## src/rtl/instr_fetch_pkg.sv

```systemverilog
// Shared fetch/decode constants and the buffered-instruction record type.
package instr_fetch_pkg;

  localparam logic [31:0] NOP_INSTR        = 32'h0000_0013;
  localparam logic [31:0] DEFAULT_RESET_PC = 32'h0000_0000;

  typedef struct packed {
    logic [31:0] pc;
    logic [31:0] instr;
  } fetch_entry_t;

endpackage

```

## src/rtl/instr_fetch_fifo.sv

```systemverilog
// Small instruction buffer between the memory response path and decode.
// Head is readable combinationally so decode sees it in the cycle it lands.
module fetch_fifo
  import instr_fetch_pkg::*;
#(
  parameter int DEPTH = 2
) (
  input  logic                     clk,
  input  logic                     rst_n,
  input  logic                     push,
  input  logic                     pop,
  input  logic                     flush,
  input  fetch_entry_t             wdata,
  output fetch_entry_t             rdata,
  output logic                     empty,
  output logic                     full,
  output logic [$clog2(DEPTH):0]   count
);

  localparam int AW = $clog2(DEPTH);

  fetch_entry_t   mem [DEPTH];
  logic [AW-1:0]  wr_ptr_reg;
  logic [AW-1:0]  rd_ptr_reg;
  logic [AW:0]    count_reg;
  logic           do_push;
  logic           do_pop;

  assign empty   = (count_reg == '0);
  assign full    = (count_reg == (AW+1)'(DEPTH));
  assign count   = count_reg;
  assign rdata   = mem[rd_ptr_reg];

  // Flush wins over both push and pop; a push into a full buffer is only
  // legal when the head leaves in the same cycle.
  assign do_pop  = pop & ~empty & ~flush;
  assign do_push = push & ~flush & (~full | do_pop);

  always_ff @(posedge clk or negedge rst_n) begin
    if (!rst_n) begin
      wr_ptr_reg <= '0;
      rd_ptr_reg <= '0;
      count_reg  <= '0;
    end else if (flush) begin
      wr_ptr_reg <= '0;
      rd_ptr_reg <= '0;
      count_reg  <= '0;
    end else begin
      if (do_push) wr_ptr_reg <= wr_ptr_reg + 1'b1;
      if (do_pop)  rd_ptr_reg <= rd_ptr_reg + 1'b1;
      count_reg <= count_reg + {{AW{1'b0}}, do_push} - {{AW{1'b0}}, do_pop};
    end
  end

  always_ff @(posedge clk) begin
    if (do_push) mem[wr_ptr_reg] <= wdata;
  end

endmodule

```

## src/rtl/instr_fetch.sv

```systemverilog
// Instruction fetch: single-outstanding request FSM, fetch PC, and drop
// tracking for responses orphaned by a redirect.
module instr_fetch
  import instr_fetch_pkg::*;
#(
  parameter logic [31:0] RESET_PC   = DEFAULT_RESET_PC,
  parameter int          FIFO_DEPTH = 2
) (
  input  logic        i_clk,
  input  logic        i_rstn,
  output logic        o_IM_Req,
  output logic [31:0] o_IM_Addr,
  input  logic        i_IM_Gnt,
  input  logic        i_IM_RValid,
  input  logic [31:0] i_IM_RData,
  input  logic        i_Redirect,
  input  logic [31:0] i_Redirect_PC,
  input  logic        i_Stall,
  output logic        o_Valid,
  output logic [31:0] o_Instr,
  output logic [31:0] o_PC
);

  localparam logic [0:0] IDLE     = 1'b0;
  localparam logic [0:0] WAIT_RSP = 1'b1;
  localparam int         CW       = $clog2(FIFO_DEPTH) + 1;

  logic [0:0]   state_reg;
  logic         drop_reg;
  logic [31:0]  pc_reg;
  logic [31:0]  tag_pc_reg;

  logic         grant;
  logic         rsp;
  logic         fifo_push;
  logic         fifo_pop;
  logic         fifo_empty;
  logic         fifo_full;
  logic [CW-1:0] fifo_count;
  logic [31:0]  redirect_target;
  fetch_entry_t fifo_wdata;
  fetch_entry_t fifo_head;

  assign redirect_target = i_Redirect_PC & ~32'h0000_0003;

  // Request is gated by reset so the port reads idle while held in reset.
  assign o_IM_Req  = i_rstn & ~i_Redirect & (state_reg == IDLE)
                   & (fifo_count < CW'(FIFO_DEPTH));
  assign o_IM_Addr = pc_reg;
  assign grant     = o_IM_Req & i_IM_Gnt;
  assign rsp       = i_IM_RValid & (state_reg == WAIT_RSP);

  assign fifo_push  = rsp & ~drop_reg & ~i_Redirect & ~fifo_full;
  assign fifo_wdata = '{pc: tag_pc_reg, instr: i_IM_RData};

  assign o_Valid  = ~fifo_empty & ~i_Redirect;
  assign fifo_pop = o_Valid & ~i_Stall;
  assign o_Instr  = o_Valid ? fifo_head.instr : NOP_INSTR;
  assign o_PC     = o_Valid ? fifo_head.pc    : 32'h0000_0000;

  always_ff @(posedge i_clk or negedge i_rstn) begin
    if (!i_rstn) begin
      state_reg  <= IDLE;
      drop_reg   <= 1'b0;
      pc_reg     <= {RESET_PC[31:2], 2'b00};
      tag_pc_reg <= {RESET_PC[31:2], 2'b00};
    end else if (i_Redirect) begin
      pc_reg <= redirect_target;
      // An in-flight request either answers now (discarded here) or later (dropped).
      if (state_reg == WAIT_RSP) begin
        if (i_IM_RValid) begin
          state_reg <= IDLE;
          drop_reg  <= 1'b0;
        end else begin
          drop_reg  <= 1'b1;
        end
      end
    end else if (grant) begin
      state_reg  <= WAIT_RSP;
      tag_pc_reg <= pc_reg;
      pc_reg     <= pc_reg + 32'd4;
    end else if (rsp) begin
      state_reg <= IDLE;
      drop_reg  <= 1'b0;
    end
  end

  fetch_fifo #(
    .DEPTH (FIFO_DEPTH)
  ) u_fifo (
    .clk   (i_clk),
    .rst_n (i_rstn),
    .push  (fifo_push),
    .pop   (fifo_pop),
    .flush (i_Redirect),
    .wdata (fifo_wdata),
    .rdata (fifo_head),
    .empty (fifo_empty),
    .full  (fifo_full),
    .count (fifo_count)
  );

endmodule

```

## config.mk

```make
export PLATFORM = sky130hd
export DESIGN_NAME = instr_fetch
export DESIGN_NICKNAME = d
export VERILOG_FILES = /design/src/rtl/instr_fetch_pkg.sv /design/src/rtl/instr_fetch_fifo.sv /design/src/rtl/instr_fetch.sv
export SDC_FILE = /design/constraint.sdc
export NUM_CORES = 1
export LEC_CHECK = 0
export ABC_AREA = 1
export BUFFER_PORTS_ARGS = -buffer_cell sky130_fd_sc_hd__buf_2
export CAP_MARGIN = 20
export CORE_MARGIN = 10
export CORE_UTILIZATION = 50
export DETAILED_ROUTE_END_ITERATION = 8
export PLACE_DENSITY = 0.76
export SLEW_MARGIN = 20
export SYNTH_ARGS = -nofsm -noshare
export SYNTH_HDL_FRONTEND = slang
export SYNTH_SLANG_ARGS = --single-unit
```

## constraint.sdc

```tcl
create_clock -name i_clk -period 3.9 [get_ports i_clk]
set_input_delay 0.78 -clock i_clk [delete_from_list [all_inputs] [get_ports i_clk]]
set_output_delay 0.78 -clock i_clk [all_outputs]
set_load 0.01 [all_outputs]
```

==> results.cfg <==
[worst_setup_path]
max_stage_delay_ns = 0.51
required_ns = 3.12
critical_path_maximum_fanout = 34
critPathKind = in2out
critPathCaptureType = output port
crit_arrival_ns = 2.24
crit_path_top_delay_cell = sky130_fd_sc_hd__inv_2
timing.critical_path.cells = buf_2 > inv_2 > o21ai_0 > inv_2 > buf_12 > nand2_1 > inv_1 > buf_2
worstSetupStartpointType = input port

[synthesis]
synth-adder-area-share_pct = 0.4321
synthArstFlopShare_pct = 34.74
synth-xor-area-share_pct = 0.5041
synth.yosys.seq_area_share_pct = 61.88
mappedNetlistArea_um2 = 8687
netlist_instances = 813
synth_compound_area_share_pct = 5.099
post_synth_num_cell_types = 34
cells_taking_the_most_area_after_synthesis = sky130_fd_sc_hd__edfxtp_1, sky130_fd_sc_hd__dfrtp_1, sky130_fd_sc_hd__nand2_1
synth_top_family_by_area = simple AND/OR/NAND/NOR gates
synth_top_cell_area_share_pct = 42.86
yosys.cell_count.top_type = sky130_fd_sc_hd__nand2_1
synth_enable_flop_cells = 124
synth_seq_cells = 190
syn_avg_cell_area_um2 = 10.69
synth.mux.area_fraction_pct = 7.648
synth-warning-count = 0
synth_common_cells = sky130_fd_sc_hd__nand2_1, sky130_fd_sc_hd__edfxtp_1, sky130_fd_sc_hd__inv_1
ys_dominant_reg_cell = sky130_fd_sc_hd__edfxtp_1
synth_area_leader_cell = sky130_fd_sc_hd__edfxtp_1
yosys.area_share.simple_pct = 17.15

[floorplanning]
initial_core_utilization_pct = 50.58
die-height_um = 151.8
coreArea_um2 = 17180
die_area_um2 = 23050
chipWidth_um = 151.8
io_pins = 168
placement_rows = 48

[sta]
final-hold-violation-count = 0
setup_repair_after_global_routing_missed_its_margin = false
slew_viol_final = 0
fmax_ghz = 0.3314
layout_setup_ws_ns = 0.8821
holdWs_ns = 0.1492
min_period_ns = 3.018
final-setup-viol-count = 0
worst-slew-pin-transition_ns = 0.8586
final.period_utilization_pct = 77.38
layout_skew_ns = 0.008752
slew_headroom_pct = 42.76
tns_ns = 0

[detailed_routing]
avgViaCountPerCell = 5.141
drt_iter0_drc = 486
detailed_route_wire_length_um = 20670
routed-wl-met3_um = 1446
routed_wl_met2_um = 10150
routed-via-count = 6216
drt_pass1_iterations = 6
met1Wirelength_um = 8737
route.detailed.wl_per_inst_um = 17.10
post-route-drc-count = 0
drt.antenna.violating_nets = 0
top_signal_layer_used = met4

[clock_tree]
clk_path_buf_depth = 2
post_cts.resized_instances = 0
clock_latency_of_the_later_clocked_register_in_the_worst_skew_pair_ns = 0.43
post-cts-setup-buffer-count = 0
cts.hold.buffers_added = 0
cts_max_level = 4
cts_sinks = 190
cts.clk_slew.worst_paths_ns = 0.06
clockRootBuffer = sky130_fd_sc_hd__clkbuf_16
cts_tree = yes
tritoncts.num_buffers = 17

[placement]
gp_congestion = 0.8566
port_buffers = 161
detailed_place_hpwl_um = 14230
place_worst_setup_slack_ns = 0.8499

[power]
ir_worst_vdd_v = 0.0003326
pwr-share-clk_pct = 35.4
sequentialPowerShare_pct = 53.4
comb_power_share_pct = 11.3
total_switching_power_uw = 1205
total_leakage_power_uw = 0.004796
p_sw_share_pct = 25.92
cellInternalPower_uw = 3444
power.density_nw_per_um2 = 451.8

[cells_and_area]
largest_register_ff_count = 124
post_route_cells_drive_above_1_share_pct = 29.37
finish.net_count = 1044
antenna_cells_inserted = 0
fillerInstances = 1445
area.growth.synth_to_final_pct = 18.45

[global_route]
grt_max_degree = 66
grt_pass1_vias = 6270
grtUsageTotal_pct = 17.75
antenna_found_initial = 0
global_route.overflow_total = 0
grt_pass1_wl_um = 33280

[job]
maxCapViolCount = 0

[outcome]
status = complete, no violations

[hold_path]
worstHoldPathType = in2async
-- final cells by class --
cell class              count  area [um^2]  area share [%]
repair buffers            170        910.9           8.852
inverters                 121        454.2           4.414
clock buffers              20        446.7           4.341
clock inverters            12        111.4           1.082
flip-flops and latches    190         5376           52.25
well taps                 225        281.5           2.736
multi-input cells         471         2709           26.33
-- cells by family (layout without fill, tap and decap cells) --
| logic type | count (synthesis) | count (layout) |
|---|---|---|
| compound gates | 82 | 82 |
| other cells | 1 | 4 |
| buf+inv | 155 | 323 |
| mux | 59 | 59 |
| fa+ha+maj | 3 | 3 |
| flops | 190 | 190 |
| xor+xnor | 5 | 5 |
| simple gates | 318 | 318 |
-- critical path, delay by kind of cell --
kind	cells	cell delay [ns]
buffers and inverters	6	1.19
AND/OR/NAND/NOR	1	0.09
AO/OA/AOI/OAI	1	0.16
-- power by group through the flow --
stage	Combinational (uW)	Clock (uW)	Sequential [uW]
floorplan	326	0	2490
global placement	513	0	2500
detailed placement	526	0	2520
CTS	531	1670	2480
global route	593	1770	2500
finish	524	1640	2480
-- metrics by stage --
stage | std cells | total power, uW | utilization [%] | instance area, um^2
floorplan | 816 | 2812 | - | 8698
global placement | 1177 | 3017 | 56.66 | 9732
detailed placement | 1177 | 3044 | 56.66 | 9732
CTS | 1209 | 4680 | 59.91 | 10290
global route | 1209 | 4857 | 59.91 | 10290
finish | 1209 | 4648 | 59.91 | 10290
-- layout by cell type (no fill, tap or decap), drive strengths merged, types with 5 or more instances in the layout --
cell type  instances
a21oi              8
buf              170
clkbuf            20
clkinvlp           5
dfrtp             66
edfxtp           124
inv              125
mux2              59
nand2            186
nand3             38
nand3b             8
nand4             16
nor2              65
nor3               5
o211ai             8
o21ai             60
-- worst paths after layout --
check,from,slack [ns],cells after the start,end
min reg2reg,tag_pc_reg[22]$_DFFE_PN0P_,0.47,0,u_fifo.mem[0][54]$_DFFE_PP_
max reg2reg,u_fifo.count[1]$_DFF_PN0_,1.67,6,o_IM_Addr[8]$_DFFE_PN0P_
max in group asynchronous,i_rstn,2.66,2,u_fifo.rd_ptr_reg$_DFFE_PN0P_
min in group i_clk,tag_pc_reg[22]$_DFFE_PN0P_,0.47,0,u_fifo.mem[0][54]$_DFFE_PP_
max,i_Redirect,0.88,8,o_Instr[28]
min,i_rstn,0.15,1,tag_pc_reg[24]$_DFFE_PN0P_
-- per-layer routing --
layer	vias up	GRT usage [%]
li1	3003	-
met1	2929	21.95
met2	255	29.50
met3	29	4.601
met4	0	6.098
met5	-	0
(Power assumes the default switching activity.)
